File: config.mk
export PLATFORM = sky130hd
export DESIGN_NAME = display_scan_ctrl
export DESIGN_NICKNAME = d
export VERILOG_FILES = /design/src/rtl/display_scan_ctrl.sv
export SDC_FILE = /design/constraint.sdc
export NUM_CORES = 1
export LEC_CHECK = 0
export CAP_MARGIN = 20
export CORE_UTILIZATION = 45
export CTS_BUF_LIST = sky130_fd_sc_hd__clkbuf_8
export CTS_CLUSTER_SIZE = 10
export DETAILED_ROUTE_END_ITERATION = 8
export PLACE_DENSITY = 0.74
export SLEW_MARGIN = 25
export SYNTH_ARGS = -nofsm -noshare
export SYNTH_HDL_FRONTEND = slang
export SYNTH_SLANG_ARGS = --single-unit
File: constraint.sdc
create_clock -name clk -period 2.1 [get_ports clk]
set_input_delay 0.21 -clock clk [delete_from_list [all_inputs] [get_ports clk]]
set_output_delay 0.21 -clock clk [all_outputs]
set_load 0.005 [all_outputs]
File: src/rtl/display_scan_ctrl.sv
// display_scan_ctrl: time-multiplexed scan controller for NUM_DIGITS
// 7-segment digits sharing one BCD-to-7-segment decoder.
// A new value is double-buffered through a shadow register and only
// committed to the displayed (active) register at a frame boundary.
// Optional feature: define LEADING_ZERO_BLANK_EN to blank leading zero digits.
module display_scan_ctrl #(
  parameter int NUM_DIGITS = 4,
  parameter int SCAN_DIV   = 50000,
  parameter int GUARD_CYC  = 500
) (
  input  logic                    clk,
  input  logic                    rst_n,
  input  logic                    load_valid,
  output logic                    load_ready,
  input  logic [4*NUM_DIGITS-1:0] value_bcd,
  output logic [3:0]              dec_bcd,
  output logic                    dec_blank,
  output logic [NUM_DIGITS-1:0]   digit_sel,
  output logic                    frame_tick
);

  localparam int IDX_W   = $clog2(NUM_DIGITS);
  localparam int MAX_CYC = (SCAN_DIV > GUARD_CYC) ? SCAN_DIV : GUARD_CYC;
  localparam int CNT_W   = $clog2(MAX_CYC);

  localparam logic [CNT_W-1:0] SHOW_LOAD  = CNT_W'(SCAN_DIV - 1);
  localparam logic [CNT_W-1:0] GUARD_LOAD = CNT_W'(GUARD_CYC - 1);
  localparam logic [IDX_W-1:0] IDX_LAST   = IDX_W'(NUM_DIGITS - 1);

  localparam logic [1:0] ST_OFF   = 2'd0;
  localparam logic [1:0] ST_SHOW  = 2'd1;
  localparam logic [1:0] ST_GUARD = 2'd2;

  logic [1:0]              state_q, state_d;
  logic [IDX_W-1:0]        idx_q, idx_d;
  logic [CNT_W-1:0]        cnt_q, cnt_d;
  logic                    pending_q, pending_d;
  logic [4*NUM_DIGITS-1:0] shadow_q, shadow_d;
  logic [4*NUM_DIGITS-1:0] active_q, active_d;
  logic                    tick_q, tick_d;

  logic                    accept;
  logic                    commit;
  logic [3:0]              cur_digit;
  logic                    lead_blank;

  assign accept = load_valid & ~pending_q;

  // Next-state logic: handshake capture, scan sequencing and frame-boundary commit
  always_comb begin
    state_d   = state_q;
    idx_d     = idx_q;
    cnt_d     = cnt_q;
    pending_d = pending_q;
    shadow_d  = shadow_q;
    active_d  = active_q;
    tick_d    = 1'b0;
    commit    = 1'b0;

    if (accept) begin
      pending_d = 1'b1;
      shadow_d  = value_bcd;
    end

    case (state_q)
      ST_OFF: begin
        if (pending_q) begin
          commit  = 1'b1;
          state_d = ST_SHOW;
          idx_d   = '0;
          cnt_d   = SHOW_LOAD;
        end
      end
      ST_SHOW: begin
        if (cnt_q == '0) begin
          state_d = ST_GUARD;
          cnt_d   = GUARD_LOAD;
        end else begin
          cnt_d = cnt_q - CNT_W'(1);
        end
      end
      ST_GUARD: begin
        if (cnt_q == '0) begin
          state_d = ST_SHOW;
          cnt_d   = SHOW_LOAD;
          if (idx_q == IDX_LAST) begin
            idx_d  = '0;
            tick_d = 1'b1;
            commit = pending_q;
          end else begin
            idx_d = idx_q + IDX_W'(1);
          end
        end else begin
          cnt_d = cnt_q - CNT_W'(1);
        end
      end
      default: begin
        state_d = ST_OFF;
        cnt_d   = '0;
      end
    endcase

    if (commit) begin
      active_d  = shadow_q;
      pending_d = 1'b0;
    end
  end

  // State registers, cleared asynchronously so a pending value is discarded on reset
  always_ff @(posedge clk or negedge rst_n) begin
    if (!rst_n) begin
      state_q   <= ST_OFF;
      idx_q     <= '0;
      cnt_q     <= '0;
      pending_q <= 1'b0;
      shadow_q  <= '0;
      active_q  <= '0;
      tick_q    <= 1'b0;
    end else begin
      state_q   <= state_d;
      idx_q     <= idx_d;
      cnt_q     <= cnt_d;
      pending_q <= pending_d;
      shadow_q  <= shadow_d;
      active_q  <= active_d;
      tick_q    <= tick_d;
    end
  end

  // Select the active digit addressed by the scan index
  always_comb begin
    cur_digit = '0;
    for (int i = 0; i < NUM_DIGITS; i++) begin
      if (idx_q == IDX_W'(i)) cur_digit = active_q[4*i +: 4];
    end
  end

`ifdef LEADING_ZERO_BLANK_EN
  logic above_zero;

  // Blank digit idx>0 when it and every higher digit are zero; digit 0 always shows
  always_comb begin
    lead_blank = 1'b0;
    above_zero = 1'b1;
    for (int i = NUM_DIGITS - 1; i >= 1; i--) begin
      above_zero = above_zero & (active_q[4*i +: 4] == 4'd0);
      if ((idx_q == IDX_W'(i)) && above_zero) lead_blank = 1'b1;
    end
  end
`else
  assign lead_blank = 1'b0;
`endif

  // Output decode: only SHOW drives a digit; OFF and GUARD keep everything dark
  always_comb begin
    digit_sel = '1;
    dec_bcd   = 4'd0;
    dec_blank = 1'b1;
    if (state_q == ST_SHOW) begin
      dec_bcd   = cur_digit;
      dec_blank = (cur_digit > 4'd9) | lead_blank;
      for (int i = 0; i < NUM_DIGITS; i++) begin
        if (idx_q == IDX_W'(i)) digit_sel[i] = 1'b0;
      end
    end
  end

  assign load_ready = ~pending_q;
  assign frame_tick = tick_q;

endmodule

# == After elaboration in Yosys (flattened, before gate mapping) ==
# Cells that the tools add are included.
# word_totals
reg_bits,54
input_bits,19
out_inout_bits,11
wordCells,59
# classes
n_addsub,2
n_lt_le_gt_ge,1
n_eq_ne,8
mux,32
bitwise,2
reduce_logical,7
# op_table
operator,count
two-way mux 16 bit,3
case mux 16 bit (3 select lines),1
two-way mux 4 bit,6
zero test 16 bit,1
"subtractor 16 x 1 -> 16 bit, second input constant",1
two-way mux 1 bit,13
two-way mux 2 bit,6
"== test 2 bit, second input constant",3
"!= test 2 bit, second input constant",3
case mux 2 bit (3 select lines),1
AND reduction 3 bit,2
"== test 2 x 1 -> 1 bit, second input constant",2
"greater-than comparator 4 bit, second input constant",1
zero test 2 bit,2
case mux 2 bit (2 select lines),1
nonzero test 2 bit,2
"adder 2 x 1 -> 2 bit, second input constant",1
case mux 1 bit (2 select lines),1
AND 1 bit,1
NOT 1 bit,1

# == Longest topological paths before layout ==
# Gate-level depths: netlist of the first run.
# depth
ltp_word,7
mapped_depth,9
mapped_depth_nobuf,7

# == Least setup slack after synthesis of the first run ==
# No wires, ideal clock.
# synth_timing
path_type,register -> register
from,register cnt_q[0]
to,register active_q[10]
setup_ns,0.125
arrival_ns,2.025
required_time_ns,1.975
slack_ns,-0.050
stages_incl_launch_ff,10
n_path_buf,2
synth_period_minus_slack_ns,2.150
cell_sequence,dfrtp_1 -> inv_1 -> ha_1 -> nor4b_2 -> and4_1 -> buf_4 -> a21oi_2 -> nor3_4 -> buf_8 -> mux2_4
# synth_via
elab_chain_cells,3
# synth_lines
item,line_no,source
"start, declared",36,"logic [CNT_W-1:0] cnt_q, cnt_d;"
"start signal, assigned",122,cnt_q <= cnt_d;
zero test 16 bit,83,if (cnt_q == '0) begin
two-way mux 1 bit,83,
case mux 1 bit (2 select lines),65,case (state_q)
"end signal, assigned",125,active_q <= active_d;
"end, declared",39,"logic [4*NUM_DIGITS-1:0] active_q, active_d;"
# Every way passes these cells.
# A chain may end at the register's enable or synchronous reset.

# == Worst setup path in the final report of the first run ==
# layout_timing
from,register idx_q[0]
to,output port dec_blank
# layout_via
elab_chain_cells,7
elab_cells_between_ends,10
classes_between,order compare: 1; eq/ne: 3; mux: 5; reduce/logical: 1
# layout_lines
item,line_no,source
"start, declared",35,"logic [IDX_W-1:0] idx_q, idx_d;"
"start signal, assigned",121,idx_q <= idx_d;
zero test 2 bit,134,if (idx_q == IDX_W'(i)) cur_digit = active_q[4*i +: 4];
two-way mux 4 bit (3 in a row),134,
two-way mux 4 bit *,134,
greater-than comparator 4 bit *,161,dec_blank = (cur_digit > 4'd9) | lead_blank;
two-way mux 1 bit *,159,if (state_q == ST_SHOW) begin
"end, declared",17,"output logic dec_blank,"
# Every way passes the cells marked *; elsewhere a longest branch is shown, timed or not.

==> key figures, run 1 <==
Synth
  • Async S/R FF share, synth: 100.0%
  • Post-Synthesis Cells: around 260
  • Main synth FF type: dfrtp_1
  • Post-synth EDFFs: 0
  • Seq cells post-synth: 54
  • Yosys Warn Count: 0
  • Syn nets: 281
  • Mapped Area: 2770 µm²
  • Post-synthesis sequential area ratio: 48.78%
  • Synth Area per Inst: 10.82 µm²
  • Count of different cell masters after synthesis: 50

CTS
  • Clock Tree Buf Depth: 2
  • CTS sink cnt: 54
  • CTS Buf Count: 5
  • Worst skew pair latency: 0.31 ns
  • H-tree depth: 2
  • CTS Root Cell: clkbuf_8
  • CTS tree: done
  • Clock slew at reported path FFs: 0.10 ns

Timing
  • Setup violators final: 16
  • Final WS setup: -0.08639 ns
  • Tmin final: ~2.2 ns
  • Pins Over Slew Limit: 0
  • Final hold vios: 0
  • Final Skew: about 0.0056 ns
  • Rel. slew slack: 73.32%
  • Worst-Margin Slew: between 0.3 and 0.4 ns
  • Crit share post-route: 104.1%
  • FMAX: roughly 460 MHz
  • Unrepaired setup endpoints after global routing: yes

Flow run
  • Max Cap Viol: 0

Floorplan
  • Die W: slightly above 80 µm
  • Core Region: 5921 µm²
  • Chip Height: 80.46 µm
  • Boundary pin count: 30
  • Row cnt: 28
  • Die area: 6474 µm²
  • Starting Density: around 47%

GRT
  • First-pass GRT wire length: ~11000 µm
  • Number of global-route vias before repair: ~2300
  • Largest net degree at the start of global routing: 39
  • GR Util All Layers: 22.20%
  • Initial antenna violation count: 0
  • Global route overflow: 0

Routing
  • Wire length per cell: approximately 17 µm
  • Total Wirelength: around 6600 µm
  • TritonRoute pass-1 iters: 4
  • Antenna violation net count after detailed routing: 0
  • Via count: ~2200
  • Vias per cell: approximately 5.6
  • DR DRC count: 0
  • Initial DRC count: between 150 and 200

Setup path
  • CP Launch Point: idx_q[0]
  • Setup crit start kind: flop
  • Reg2Reg Setup Slack: -0.05 ns
  • R2r worst-path depth: 8
  • Worst Path Required: 1.89 ns
  • Worst path arrival time: approximately 2.0 ns
  • Critical Path End: dec_blank
  • Worst reg2reg endpoint: active_q[12]
  • Critical path type: flop to output port
  • R2r startpoint: cnt_q[1]
  • Maximum fanout along the worst path: 4
  • CP endpoint kind: output port

Layout
  • Final Instance Area: 3642 µm²
  • Fill cells: between 400 and 500
  • Antenna fix cells: 0
  • Commonest non-fill, non-tap cell in the layout: dfrtp_1
  • Share of cells above drive strength 1: 34.28%
  • Commonest cells after routing, fill and taps aside: 53 x dfrtp_1, 29 x buf_4, 23 x clkdlybuf4s50_1
  • Area growth syn-to-layout: 31.48%
  • Area occupied by multi-input gates: 1489 µm²
  • Final Non-Filler Cells: between 300 and 400
  • Reg area: about 1400 µm²
  • Nets@finish: about 340

Place
  • Detail Placement HPWL: between 4000 and 5000 µm
  • Dpl cells: ~380
  • DP Area: between 3000 and 4000 µm²
  • Final GP Congestion: 0.8669
  • I/O Buffers: 29

Min path
  • Tightest Hold Check Type: input pin to asynchronous set/reset pin

Outcome
  • Violated checks: setup timing
  • Status: finished, violations left

Power
  • Power Total: roughly 2.9 mW
  • Power per cell area: about 800 nW/µm²
  • Pleak: between 1.5 and 2 nW
  • Worst VDD drop: around 0.00048 V
## layout make-up
cell class              count  share of cell area [%]
clock buffers               6                   2.267
clock inverters             2                  0.4809
inverters                   9                  0.9275
multi-input cells         182                   40.88
flip-flops and latches     54                   37.14
well taps                  75                   2.576
repair buffers             65                   15.73
## per-layer routing
layer	part of all wire [%]	wire length, µm	track usage (%)
met1	44	2873	26.78
met2	49	3247	37.29
met3	4.9	322	5.455
met4	2.4	158	9.821
met5	0	0	0
## cell usage after synthesis, drive strengths merged, types with 2 or more instances
master  instances  area, µm²
a211oi          4      30.03
a21oi          21      108.9
a221oi          3      26.28
a22oi           2      15.01
a31oi           3      18.77
and2            2      12.51
and3            2      12.51
buf             4      30.03
clkbuf          7      26.28
dfrtp          54       1351
ha              6      75.07
inv             8      30.03
mux2           32      394.1
nand2          16      60.06
nand4           3      18.77
nor2           21      78.83
nor2b           6      37.54
nor3            8      56.31
nor4            6      58.80
o21ai          19      95.09
o22ai           3      18.77
o31ai           2      15.01
or4             2      15.01
xnor2           4      35.03
xor2            2      17.52
## sequential cells by signal, indices dropped and copies added, names as in the netlist
name        cells
active_q       16
cnt_q          16
shadow_q       16
idx_q           2
state_q         2
frame_tick      1
pending_q       1
## kinds of logic (layout without fill, tap and decap cells)
logic type / Yosys count / count (layout) / synth area share (%)
and+or+nand+nor: 74 / 74 / 14.95
adders and majority gates: 6 / 6 / 2.710
xor gates and xnor gates: 6 / 6 / 1.897
muxes: 33 / 33 / 14.59
AOI/OAI and AO/OA: 63 / 63 / 13.82
buffers and inverters: 20 / 82 / 3.252
DFF: 54 / 54 / 48.78
## critical path, stage by stage, from the launching register on
cell and delay, ns:
dfrtp_2 0.44, buf_6 0.13, ha_4 0.18, a221o_1 0.38
a22oi_2 0.16, and2_4 0.16, o21ai_1 0.06, buf_2 0.15
## where the power goes
part / switching (mW) / internal [mW] / total (mW)
Combinational: 0.296 / 0.452 / 0.748
Clock: 0.360 / 0.272 / 0.632
Sequential: 0.226 / 1.25 / 1.48
## repair_timing
action                     in CTS  in global routing
hold endpoints to repair       16                  0
cloned                          0                  1
buffers inserted                1                  4
gates resized for setup        33                 26
pin swaps                       4                 10
hold buffers                    1                  0
setup endpoints to repair      12                 31
## worst min path at each step
stage / from / endpoint / slack (ns)
2_1_floorplan: rst_n / active_q[0] / -0.09
3_3_place_gp: rst_n / frame_tick / 0.15
3_5_place_dp: rst_n / frame_tick / 0.16
4_1_cts: rst_n / frame_tick / 0.38
5_1_grt: rst_n / active_q[6] / 0.41
6_report: rst_n / frame_tick / 0.37
## stage by stage
stage	setup TNS, ns	utilization [%]	hold WS [ns]	setup WS, ns
floorplan	-0.2101	-	-0.08559	-0.02334
global placement	-0.1175	56.28	0.1545	-0.1098
detailed placement	-0.2360	56.28	0.1573	-0.1601
CTS	-0.2604	59.74	0.3807	-0.1390
global route	-2.402	61.52	0.4103	-0.1592
finish	-0.5215	61.52	0.3734	-0.08639
No activity file was read; power rests on OpenSTA's default activity.
==> run 2, diff against run 1 <==
--- a/config.mk
+++ b/config.mk
@@ -6,10 +6,12 @@
 export NUM_CORES = 1
 export LEC_CHECK = 0
 export CAP_MARGIN = 20
+export CORE_MARGIN = 5
 export CORE_UTILIZATION = 45
 export CTS_BUF_LIST = sky130_fd_sc_hd__clkbuf_8
 export CTS_CLUSTER_SIZE = 10
 export DETAILED_ROUTE_END_ITERATION = 8
+export HOLD_SLACK_MARGIN = 0.12
 export PLACE_DENSITY = 0.74
 export SLEW_MARGIN = 25
 export SYNTH_ARGS = -nofsm -noshare
==> key figures, run 2 (same netlist as run 1, synthesis figures left out) <==
Outcome
  • Status: finished, violations left (unchanged)
  • Violated checks: setup timing (unchanged)

CTS
  • CTS sink cnt: 54 (unchanged)
  • Clock slew at reported path FFs: 0.10 ns (about the same)
  • CTS tree: done (unchanged)
  • H-tree depth: 2 (unchanged)
  • CTS Buf Count: 5 (unchanged)
  • Worst skew pair latency: 0.31 ns (about the same)
  • Clock Tree Buf Depth: 2 (unchanged)
  • CTS Root Cell: clkbuf_8 (unchanged)

Power
  • Worst VDD drop: 0.0005384 V (was 0.0004795 V)
  • Comb power frac: 24.9% (was 26.2%)
  • Internal power: 2.042 mW (was 1.978 mW)
  • Net Switching: 0.8845 mW (was 0.8824 mW)
  • Pleak: 1.599 nW (was 1.588 nW)
  • Reg power frac: 51.4% (was 51.7%)
  • Clk network pwr share: 23.7% (was 22.1%)
  • Power Total: 2.927 mW (was 2.860 mW)
  • Sw Share: 30.22% (was 30.85%)
  • Power per cell area: 791.4 nW/µm² (was 785.3 nW/µm²)

Layout
  • Nets@finish: 345 (was 342)
  • Share of cells above drive strength 1: 35.51% (was 34.28%)
  • Largest registers: active_q (16), cnt_q (16), shadow_q (16) (unchanged)
  • Commonest non-fill, non-tap cell in the layout: dfrtp_1 (unchanged)
  • Antenna fix cells: 0 (unchanged)
  • Final Instance Area: 3699 µm² (was 3642 µm²)
  • Post-layout util: 62.10% (was 61.52%)
  • Fill cells: 477 (was 482)
  • Area growth syn-to-layout: 33.51% (was 31.48%)
  • Commonest cells after routing, fill and taps aside: 53 x dfrtp_1, 32 x buf_4, 23 x mux2_2 (was 53 x dfrtp_1, 29 x buf_4, 23 x clkdlybuf4s50_1)

Routing
  • Wire length per cell: 17.51 µm (was 16.80 µm)
  • Antenna violation net count after detailed routing: 0 (unchanged)
  • Via count: 2240 (was 2208)
  • DR DRC count: 0 (unchanged)
  • Total Wirelength: 6935 µm (was 6601 µm)
  • Initial DRC count: 117 (was 172)
  • Vias per cell: 5.657 (was 5.618)
  • TritonRoute pass-1 iters: 4 (unchanged)

Floorplan
  • Starting Density: 46.51% (was 46.79%)
  • Chip Height: 88.46 µm (was 80.46 µm)
  • Row cnt: 28 (unchanged)
  • Die area: 7825 µm² (was 6474 µm²)
  • Die W: 88.46 µm (was 80.46 µm)
  • Core Region: 5956 µm² (was 5921 µm²)
  • Boundary pin count: 30 (unchanged)

Timing
  • Final WS setup: -0.06608 ns (was -0.08639 ns)
  • Pins Over Slew Limit: 0 (unchanged)
  • Final hold vios: 0 (unchanged)
  • Final Skew: 0.006603 ns (was 0.005612 ns)
  • Rel. slew slack: 62.55% (was 73.32%)
  • Hold_ws: 0.4213 ns (was 0.3734 ns)
  • Setup violators final: 2 (was 16)
  • Worst-Margin Slew: 0.5617 ns (was 0.3960 ns)
  • Unrepaired setup endpoints after global routing: yes (unchanged)
  • Crit share post-route: 103.1% (was 104.1%)
  • FMAX: 461.7 MHz (was 457.4 MHz)
  • Tmin final: 2.166 ns (was 2.186 ns)

Setup path
  • Maximum fanout along the worst path: 3 (was 4)
  • Worst Path Required: 1.89 ns (about the same)
  • CP endpoint kind: output port (unchanged)
  • Worst path arrival time: 1.96 ns (was 1.98 ns)
  • Critical path type: flop to output port (unchanged)
  • R2r startpoint: cnt_q[1] (unchanged)
  • Setup crit start kind: flop (unchanged)
  • CP Launch Point: idx_q[0] (unchanged)

Min path
  • Tightest Hold Check Type: input pin to asynchronous set/reset pin (unchanged)

GRT
  • Global route overflow: 0 (unchanged)
  • Number of global-route vias before repair: 2259 (was 2296)
  • GR Util All Layers: 17.61% (was 22.20%)
  • Initial antenna violation count: 0 (unchanged)
  • Largest net degree at the start of global routing: 32 (was 39)
  • First-pass GRT wire length: 10830 µm (was 10780 µm)

Place
  • I/O Buffers: 29 (unchanged)
  • DP Area: 3322 µm² (was 3332 µm²)
  • Place WS: -0.1142 ns (was -0.1601 ns)
  • Final GP Congestion: 0.9543 (was 0.8669)
  • Detail Placement HPWL: 4541 µm (was 4462 µm)

Flow run
  • Max Cap Viol: 0 (unchanged)
run 2: path summary, 6_finish.rpt:
check | end | slack (ns) | cells past startpoint
worst max-delay path | dec_blank | -0.07 | 8
worst min-delay path | shadow_q[9] | 0.42 | 2
worst max register to register | active_q[4] | 0 | 9
worst min register to register | active_q[4] | 0.51 | 1
max in group asynchronous | cnt_q[5] | 1.11 | 3
min in group clk | pending_q | 0.49 | 3
run 2: layer usage:
layer  vias up  routed length (µm)  global-route usage [%]
li1       1049                   -                       -
met1      1118                2871                   22.86
met2        65                3659                   31.00
met3         8                 324                   3.259
met4         0                  79                   3.297
met5         -                   0                       0
run 2: final cells by class:
| cell class | instances | area, µm² | area share [%] |
|---|---|---|---|
| sequential | 54 | 1353 | 36.57 |
| clock inverter | 3 | 41.29 | 1.116 |
| multi-input combinational | 182 | 1480 | 40.02 |
| inverter | 9 | 33.78 | 0.9134 |
| clock buffer | 5 | 68.82 | 1.861 |
| timing repair buffer | 68 | 628.1 | 16.98 |
| tap | 75 | 93.84 | 2.537 |
run 2: timing repair:
item | CTS | global route
hold endpoints to repair | 23 | 0
pin swaps | 4 | 11
endpoints found under the setup margin | 5 | 16
setup buffers | 3 | 7
gates cloned | 0 | 2
gates resized for setup | 22 | 35
hold buffers | 1 | 0
run 2: power groups by stage:
stage,Clock (mW),Sequential (mW),Combinational [mW]
detailed placement,0,1.50,0.681
global route,0.757,1.53,0.803
finish,0.694,1.50,0.728
global placement,0,1.49,0.655
floorplan,0,1.45,0.420
CTS,0.710,1.48,0.676
run 2: critical path, stage by stage (launching register included):
cell     delay [ns]
dfrtp_1        0.42
inv_2          0.08
ha_4           0.16
nor2b_4        0.13
a221o_1        0.32
a22oi_2        0.18
and2_1         0.16
o21ai_1        0.06
buf_2          0.14
run 2: per-stage QoR:
step | std cells | TNS (ns)
after global placement | 375 | -0.06931
after global routing | 396 | -1.169
after detailed placement | 375 | -0.1357
after CTS | 387 | -0.07103
after floorplan | 256 | -0.2101
final | 396 | -0.06771
